<file path="config.mk">
export PLATFORM = sky130hd
export DESIGN_NAME = ps2_key_decoder_flat
export DESIGN_NICKNAME = d
export VERILOG_FILES = /design/src/rtl/ps2_key_decoder_pkg.sv /design/src/rtl/ps2_key_decoder_if.sv /design/src/rtl/ps2_key_decoder_rx.sv /design/src/rtl/ps2_key_decoder.sv /design/src/flat_wrapper.sv
export SDC_FILE = /design/constraint.sdc
export NUM_CORES = 1
export LEC_CHECK = 0
export BUFFER_PORTS_ARGS = -buffer_cell sky130_fd_sc_hd__buf_2
export CAP_MARGIN = 20
export CELL_PAD_IN_SITES_DETAIL_PLACEMENT = 0
export CELL_PAD_IN_SITES_GLOBAL_PLACEMENT = 1
export CORE_ASPECT_RATIO = 0.9
export CORE_MARGIN = 2
export CORE_UTILIZATION = 44
export DETAILED_ROUTE_END_ITERATION = 12
export GPL_ROUTABILITY_DRIVEN = 0
export PLACE_DENSITY_LB_ADDON = 0.1
export SYNTH_ARGS = -nofsm -noshare
export SYNTH_HDL_FRONTEND = slang
export SYNTH_SLANG_ARGS = --single-unit
</file>
<file path="constraint.sdc">
create_clock -name clk -period 2.1 [get_ports clk]
set_clock_uncertainty 0.15 [all_clocks]
set_input_delay 0.315 -clock clk [delete_from_list [all_inputs] [get_ports clk]]
set_output_delay 0.315 -clock clk [all_outputs]
set_load 0.02 [all_outputs]
</file>
<file path="src/rtl/ps2_key_decoder_pkg.sv">
// Shared scan codes, key indices, receiver state encoding and scan-code lookup.
// Optional build macro: ARROW_KEYS_EN adds the E0-prefixed arrow aliases to the lookup.
package ps2_key_decoder_pkg;

  localparam logic [7:0] CODE_BREAK = 8'hF0;
  localparam logic [7:0] CODE_EXT   = 8'hE0;
  localparam logic [7:0] CODE_BAT   = 8'hAA;

  localparam logic [7:0] KEY_A      = 8'h1C;
  localparam logic [7:0] KEY_D      = 8'h23;
  localparam logic [7:0] KEY_W      = 8'h1D;
  localparam logic [7:0] KEY_SPACE  = 8'h29;
  localparam logic [7:0] ARROW_L    = 8'h6B;
  localparam logic [7:0] ARROW_R    = 8'h74;
  localparam logic [7:0] ARROW_U    = 8'h75;

  localparam logic [1:0] KEY_LEFT   = 2'd0;
  localparam logic [1:0] KEY_RIGHT  = 2'd1;
  localparam logic [1:0] KEY_JUMP   = 2'd2;
  localparam logic [1:0] KEY_ACTION = 2'd3;

  typedef logic [1:0] rx_state_t;
  localparam rx_state_t RX_IDLE   = 2'd0;
  localparam rx_state_t RX_DATA   = 2'd1;
  localparam rx_state_t RX_PARITY = 2'd2;
  localparam rx_state_t RX_STOP   = 2'd3;

  typedef struct packed {
    logic       hit;
    logic [1:0] idx;
  } key_hit_t;

  function automatic key_hit_t lookup_key(input logic [7:0] code, input logic ext);
    key_hit_t r;
    r = '0;
    if (!ext) begin
      case (code)
        KEY_A:     r = '{hit: 1'b1, idx: KEY_LEFT};
        KEY_D:     r = '{hit: 1'b1, idx: KEY_RIGHT};
        KEY_W:     r = '{hit: 1'b1, idx: KEY_JUMP};
        KEY_SPACE: r = '{hit: 1'b1, idx: KEY_ACTION};
        default:   r = '0;
      endcase
    end
`ifdef ARROW_KEYS_EN
    else begin
      case (code)
        ARROW_L: r = '{hit: 1'b1, idx: KEY_LEFT};
        ARROW_R: r = '{hit: 1'b1, idx: KEY_RIGHT};
        ARROW_U: r = '{hit: 1'b1, idx: KEY_JUMP};
        default: r = '0;
      endcase
    end
`endif
    return r;
  endfunction

endpackage

</file>
<file path="src/rtl/ps2_key_decoder_if.sv">
// PS/2 line inputs and decoded outputs of the key decoder.
// master = keyboard/consumer side, slave = decoder side.
interface ps2_key_decoder_if;
  logic       ps2_clk;
  logic       ps2_data;
  logic [3:0] key;
  logic [7:0] rx_byte;
  logic       rx_valid;
  logic       frame_err;

  modport master (output ps2_clk, output ps2_data,
                  input  key, input rx_byte, input rx_valid, input frame_err);
  modport slave  (input  ps2_clk, input ps2_data,
                  output key, output rx_byte, output rx_valid, output frame_err);
endinterface

</file>
<file path="src/rtl/ps2_key_decoder_rx.sv">
// PS/2 frame receiver: synchronisers, ps2_clk glitch filter, frame FSM and inter-edge timeout.
// state  | meaning
// IDLE   | waiting for a start bit (data=0 on a falling edge)
// DATA   | shifting in 8 data bits, LSB first
// PARITY | capturing the odd-parity bit
// STOP   | checking stop bit and parity, then publish byte or flag error
module ps2_key_decoder_rx
  import ps2_key_decoder_pkg::*;
#(
  parameter int CLK_HZ     = 65_000_000,
  parameter int TIMEOUT_US = 1000,
  parameter int FILTER_LEN = 8
) (
  input  logic       clk,
  input  logic       rst,
  input  logic       ps2_clk_i,
  input  logic       ps2_data_i,
  output logic [7:0] rx_byte_o,
  output logic       rx_valid_o,
  output logic       frame_err_o
);

  localparam int TO_CYCLES = CLK_HZ / 1_000_000 * TIMEOUT_US;
  localparam int TO_W      = $clog2(TO_CYCLES);
  localparam logic [TO_W-1:0] TO_LOAD = TO_W'(TO_CYCLES - 1);
  localparam logic [TO_W-1:0] TO_ONE  = TO_W'(1);
  localparam int FW = (FILTER_LEN > 1) ? $clog2(FILTER_LEN) : 1;
  localparam logic [FW-1:0] FL_LOAD = FW'(FILTER_LEN - 1);
  localparam logic [FW-1:0] FL_ONE  = FW'(1);

  logic [1:0]      clk_sync_q, data_sync_q;
  logic            filt_q, filt_prev_q;
  logic [FW-1:0]   flt_cnt_q;
  logic            clk_s, data_s, strobe;

  always_ff @(posedge clk or negedge rst) begin
    if (!rst) begin
      clk_sync_q  <= 2'b11;
      data_sync_q <= 2'b11;
      filt_q      <= 1'b1;
      filt_prev_q <= 1'b1;
      flt_cnt_q   <= FL_LOAD;
    end else begin
      clk_sync_q  <= {clk_sync_q[0], ps2_clk_i};
      data_sync_q <= {data_sync_q[0], ps2_data_i};
      filt_prev_q <= filt_q;
      if (clk_s == filt_q) begin
        flt_cnt_q <= FL_LOAD;
      end else if (flt_cnt_q == '0) begin
        filt_q    <= clk_s;
        flt_cnt_q <= FL_LOAD;
      end else begin
        flt_cnt_q <= flt_cnt_q - FL_ONE;
      end
    end
  end

  assign clk_s  = clk_sync_q[1];
  assign data_s = data_sync_q[1];
  assign strobe = filt_prev_q & ~filt_q;

  rx_state_t       state_q, state_d;
  logic [7:0]      shift_q, shift_d;
  logic [2:0]      bit_q, bit_d;
  logic            par_q, par_d;
  logic [TO_W-1:0] to_q, to_d;
  logic [7:0]      byte_q, byte_d;
  logic            valid_q, valid_d;
  logic            err_q, err_d;

  always_comb begin
    state_d = state_q;
    shift_d = shift_q;
    bit_d   = bit_q;
    par_d   = par_q;
    to_d    = to_q;
    byte_d  = byte_q;
    valid_d = 1'b0;
    err_d   = 1'b0;
    if (state_q != RX_IDLE && to_q != '0)
      to_d = to_q - TO_ONE;
    if (strobe) begin
      to_d = TO_LOAD;
      case (state_q)
        RX_IDLE: begin
          if (!data_s) begin
            state_d = RX_DATA;
            bit_d   = 3'd0;
          end
        end
        RX_DATA: begin
          shift_d = {data_s, shift_q[7:1]};
          bit_d   = bit_q + 3'd1;
          if (bit_q == 3'd7) state_d = RX_PARITY;
        end
        RX_PARITY: begin
          par_d   = data_s;
          state_d = RX_STOP;
        end
        RX_STOP: begin
          state_d = RX_IDLE;
          if (data_s && (^{shift_q, par_q})) begin
            byte_d  = shift_q;
            valid_d = 1'b1;
          end else begin
            err_d = 1'b1;
          end
        end
        default: state_d = RX_IDLE;
      endcase
    end else if (state_q != RX_IDLE && to_q == '0) begin
      // No falling edge within the timeout window: abandon the frame.
      state_d = RX_IDLE;
      err_d   = 1'b1;
    end
  end

  always_ff @(posedge clk or negedge rst) begin
    if (!rst) begin
      state_q <= RX_IDLE;
      shift_q <= 8'h00;
      bit_q   <= 3'd0;
      par_q   <= 1'b0;
      to_q    <= TO_LOAD;
      byte_q  <= 8'h00;
      valid_q <= 1'b0;
      err_q   <= 1'b0;
    end else begin
      state_q <= state_d;
      shift_q <= shift_d;
      bit_q   <= bit_d;
      par_q   <= par_d;
      to_q    <= to_d;
      byte_q  <= byte_d;
      valid_q <= valid_d;
      err_q   <= err_d;
    end
  end

  assign rx_byte_o   = byte_q;
  assign rx_valid_o  = valid_q;
  assign frame_err_o = err_q;

endmodule

</file>
<file path="src/rtl/ps2_key_decoder.sv">
// PS/2 keyboard front end: receives frames and holds the left/right/jump/action key levels.
// Optional build macro: ARROW_KEYS_EN maps E0 6B/74/75 onto left/right/jump.
module ps2_key_decoder
  import ps2_key_decoder_pkg::*;
#(
  parameter int CLK_HZ     = 65_000_000,
  parameter int TIMEOUT_US = 1000,
  parameter int FILTER_LEN = 8
) (
  input  logic clk,
  input  logic rst,
  ps2_key_decoder_if.slave bus
);

  logic [7:0] rx_byte;
  logic       rx_valid;
  logic       frame_err;

  ps2_key_decoder_rx #(
    .CLK_HZ     (CLK_HZ),
    .TIMEOUT_US (TIMEOUT_US),
    .FILTER_LEN (FILTER_LEN)
  ) u_rx (
    .clk         (clk),
    .rst         (rst),
    .ps2_clk_i   (bus.ps2_clk),
    .ps2_data_i  (bus.ps2_data),
    .rx_byte_o   (rx_byte),
    .rx_valid_o  (rx_valid),
    .frame_err_o (frame_err)
  );

  logic [3:0] key_q, key_d;
  logic       brk_q, brk_d;
  logic       ext_q, ext_d;
  key_hit_t   hit;

  assign hit = lookup_key(rx_byte, ext_q);

  always_comb begin
    key_d = key_q;
    brk_d = brk_q;
    ext_d = ext_q;
    if (rx_valid) begin
      case (rx_byte)
        CODE_BREAK: brk_d = 1'b1;
        CODE_EXT:   ext_d = 1'b1;
        CODE_BAT: begin
          key_d = 4'b0000;
          brk_d = 1'b0;
          ext_d = 1'b0;
        end
        default: begin
          // Prefixes apply to exactly one following byte, mapped or not.
          brk_d = 1'b0;
          ext_d = 1'b0;
          if (hit.hit) key_d[hit.idx] = ~brk_q;
        end
      endcase
    end
  end

  always_ff @(posedge clk or negedge rst) begin
    if (!rst) begin
      key_q <= 4'b0000;
      brk_q <= 1'b0;
      ext_q <= 1'b0;
    end else begin
      key_q <= key_d;
      brk_q <= brk_d;
      ext_q <= ext_d;
    end
  end

  assign bus.key       = key_q;
  assign bus.rx_byte   = rx_byte;
  assign bus.rx_valid  = rx_valid;
  assign bus.frame_err = frame_err;

endmodule

</file>
<file path="src/flat_wrapper.sv">
// flat-port wrapper written by rule: the top's interface ports become plain ports
module ps2_key_decoder_flat import ps2_key_decoder_pkg::*;
#(
  parameter int CLK_HZ     = 65_000_000,
  parameter int TIMEOUT_US = 1000,
  parameter int FILTER_LEN = 8
)
  (clk, rst, bus_ps2_clk, bus_ps2_data, bus_key, bus_rx_byte, bus_rx_valid, bus_frame_err);
  ps2_key_decoder_if bus_i ();
  input  logic clk;
  input  logic rst;
  input wire logic [$bits(bus_i.ps2_clk)-1:0] bus_ps2_clk;
  input wire logic [$bits(bus_i.ps2_data)-1:0] bus_ps2_data;
  output wire logic [$bits(bus_i.key)-1:0] bus_key;
  output wire logic [$bits(bus_i.rx_byte)-1:0] bus_rx_byte;
  output wire logic [$bits(bus_i.rx_valid)-1:0] bus_rx_valid;
  output wire logic [$bits(bus_i.frame_err)-1:0] bus_frame_err;
  assign bus_i.ps2_clk = bus_ps2_clk;
  assign bus_i.ps2_data = bus_ps2_data;
  assign bus_key = bus_i.key;
  assign bus_rx_byte = bus_i.rx_byte;
  assign bus_rx_valid = bus_i.rx_valid;
  assign bus_frame_err = bus_i.frame_err;
  ps2_key_decoder #(.CLK_HZ(CLK_HZ), .TIMEOUT_US(TIMEOUT_US), .FILTER_LEN(FILTER_LEN)) u_core (.clk(clk), .rst(rst), .bus(bus_i));
endmodule
</file>
==> metrics.yaml <==
avgSynthCellArea_um2: 11.4
worstSetupStartpointType: "flop"
die_height_um: 78.6
dr.pass1.iters: 4
hold_class: "flop to flop"
grt_max_degree: 39
cts_root_buf: "clkbuf_8"
required_ns: 2.15
final_cells: 355
diodes: 0
ant_nets: 0
final.min_clock_period_ns: 2.06
clkSinkCount: 55
hold_viol_final: 0
final_nets: 296
synthCells: 239
crit_arrival_ns: 2.11
num_vias: 1845
synthTopCellsByCount: "dfrtp_1, dfstp_2, mux2_2, nand2_1, inv_1"
grt_pass1_vias: 1805
status: "finished clean"
maxCapViolations: 0
p_per_area_nw_per_um2: 959
hpwl_mm: 3.52
slew_headroom: 0.705
timing.hold.ws_ns: 0.211
synthTopCellsByArea: "dfrtp_1, dfstp_2, mux2_2, ha_1, xnor2_1"
worstPathMaxFanout: 9
placeableCoreArea_um2: 6050
synth.yosys.seq_area_share: 0.515
drive_above_1_share: 0.360
slew_viol_final: 0
drtIter0Drc: 57
p_sw_mw: 1.02
area_growth_syn_to_layout_pct: 18.6
fp.dieArea_um2: 6840
detail_route.wl_per_cell_um: 13.8
cts_tree: "yes"
switching_share: 0.328
cts.htree.levels: 2
grt_use_total: 0.156
combinationalPowerShare: 0.292
design_area_um2: 3230
finalCritPeriodShare: 0.980
grt.overflow.total: 0
clkLatencyLatePin_ns: 0.31
ff2ff_path_depth: 5
regArea_um2: 1410
ys_seq_elements: 55
crit_start: "u_core.u_rx.shift_q[1]"
p_int_mw: 2.08
synthFlopType: "dfrtp_1"
clk_pin_slew_ns: 0.10
drc: 0
yosysMostFrequentCell: "dfrtp_1"
fillers: 538
ys_warn_count: 0
synth_top_area_cell: "dfrtp_1"
cts_buffer_depth: 2
portBuffers: 17
grt_first_pass_wirelength_mm: 8.55
die_w_um: 86.9
rows: 27
vias_per_cell: 5.20
placed_area_um2: 3030
dp.cells: 342
antenna_found_initial: 0
power.leakage_nw: 1.49
r2r-start: "u_core.u_rx.shift_q[1]"
synth-edff-count: 0
synth.distinct_cells: 51
p_seq_frac: 0.516
power_frac_clock: 0.192
rsz0062_at_grt: "yes"
worstSetupEndpointType: "flop"
multi_input_area_um2: 1300
timing.rr.end: "u_core.u_rx.rx_byte_o[3]"
setup-tns-final_ns: 0
syn_nets: 253
syn-cell-area_um2: 2720
pin_count: 18
synthArstFlopShare: 1.00
finalSetupViolations: 0
crit_type: "flop to flop"
max_freq_ghz: 0.486
initial_core_util: 0.450
synth_top_cell_area_share: 0.303
tightest_slew_ns: 0.439
max-vdd-ir-drop_v: 0.000432
cts_buffers: 5
drt_wl_total_mm: 4.91
rrSetupSlack_ns: 0.04
endpoint: "u_core.u_rx.rx_byte_o[3]"
-- timing repair --
item	4_1_cts	5_1_grt
buffers inserted	0	2
endpoints found under the setup margin	1	21
endpoints found under the hold margin	9	0
gates cloned	0	0
pin swaps	1	1
hold buffers	3	0
gates resized for setup	0	12
-- worst max-delay path, stage by stage, from the launching register on --
cell,delay [ns]
dfrtp_1,0.42
xnor2_1,0.16
xnor3_1,0.45
xnor2_2,0.24
nand4_4,0.20
mux2_2,0.33
-- power by group through the flow --
| stage | registers, mW | clock network, mW | logic [mW] |
|---|---|---|---|
| floorplan | 1.54 | 0 | 0.634 |
| CTS | 1.59 | 0.619 | 0.864 |
| global placement | 1.61 | 0 | 0.840 |
| global route | 1.64 | 0.656 | 1.03 |
| finish | 1.60 | 0.595 | 0.905 |
| detailed placement | 1.60 | 0 | 0.853 |
-- cell families (layout without fill, tap and decap cells) --
family | Yosys count | in the layout | share of synthesized area
simple gates | 72 | 72 | 0.156
flops | 55 | 55 | 0.515
compound gates | 44 | 44 | 0.108
xor+xnor | 20 | 20 | 0.0721
buf+inv | 20 | 64 | 0.0280
mux | 18 | 18 | 0.0744
fa+ha+maj | 10 | 10 | 0.0459
-- area by class of cell --
type | count | area share
Clock buffer | 6 | 0.0225
Clock inverter | 2 | 0.00542
Inverter | 15 | 0.0174
Multi-Input combinational cell | 164 | 0.403
Sequential cell | 55 | 0.435
Tap cell | 72 | 0.0279
Timing Repair Buffer | 41 | 0.0883
-- cells in the final DEF, fill, tap and decap left out, types with 2 or more instances in the layout --
master	count
dfrtp_1	32
dfstp_2	22
buf_4	20
nand2_1	18
mux2_2	18
buf_2	17
inv_1	15
o21ai_0	14
nor2_1	13
ha_1	10
xor2_1	9
xnor2_1	9
a21oi_1	8
nand3_1	6
nor2b_1	5
clkbuf_8	5
nor3_1	4
nand2b_1	3
o211ai_1	3
dlygate4sd3_1	3
or4_1	2
a32o_1	2
o2111ai_1	2
nand3b_1	2
o31ai_1	2
and4b_1	2
a211oi_2	2
nor4bb_1	2
-- metal layers --
metal  global-route usage  share of wire  vias up  routed length (um)
met2                0.231           0.44       19                2170
met4               0.0328         0.0077        0                  38
met5                    0              0        -                   0
li1                     -              -      933                   -
met3               0.0315          0.023        4                 112
met1                0.236           0.53      889                2590
-- sequential cells by signal (all words and copies together) (netlist names) --
name	flops
u_core.u_rx.rx_valid_o	1
u_core.u_rx.frame_err_o	1
u_core.bus.key	4
u_core.u_rx.state_q	2
u_core.u_rx.filt_prev_q	1
u_core.brk_q	1
u_core.u_rx.shift_q	8
u_core.u_rx.flt_cnt_q	3
u_core.u_rx.rx_byte_o	8
u_core.u_rx.bit_q	3
u_core.u_rx.clk_sync_q	2
u_core.u_rx.to_q	16
u_core.u_rx.data_sync_q	2
u_core.ext_q	1
u_core.u_rx.par_q	1
u_core.u_rx.filt_q	1
-- how the worst min path moves through the flow --
| stage | start | to | slack (ns) | cells after the start |
|---|---|---|---|---|
| detailed placement | rst | u_core.bus.key[0] | 0.14 | 1 |
| floorplan | rst | u_core.brk_q | -0.13 | 0 |
| finish | u_core.u_rx.clk_sync_q[0] | u_core.u_rx.clk_sync_q[1] | 0.21 | 0 |
| global route | u_core.u_rx.data_sync_q[0] | u_core.u_rx.data_sync_q[1] | 0.22 | 0 |
| CTS | u_core.u_rx.clk_sync_q[0] | u_core.u_rx.clk_sync_q[1] | 0.21 | 0 |
| global placement | rst | u_core.bus.key[0] | 0.12 | 1 |
-- per-stage QoR --
step,utilization,power (mW),setup WS [ns]
floorplan,-,2.17,0.0885
global placement,0.502,2.44,0.0391
detailed placement,0.502,2.46,0.0116
CTS,0.522,3.07,0.00564
global route,0.534,3.32,-0.0442
finish,0.534,3.10,0.0420
Power figures use the tool's default switching activity.
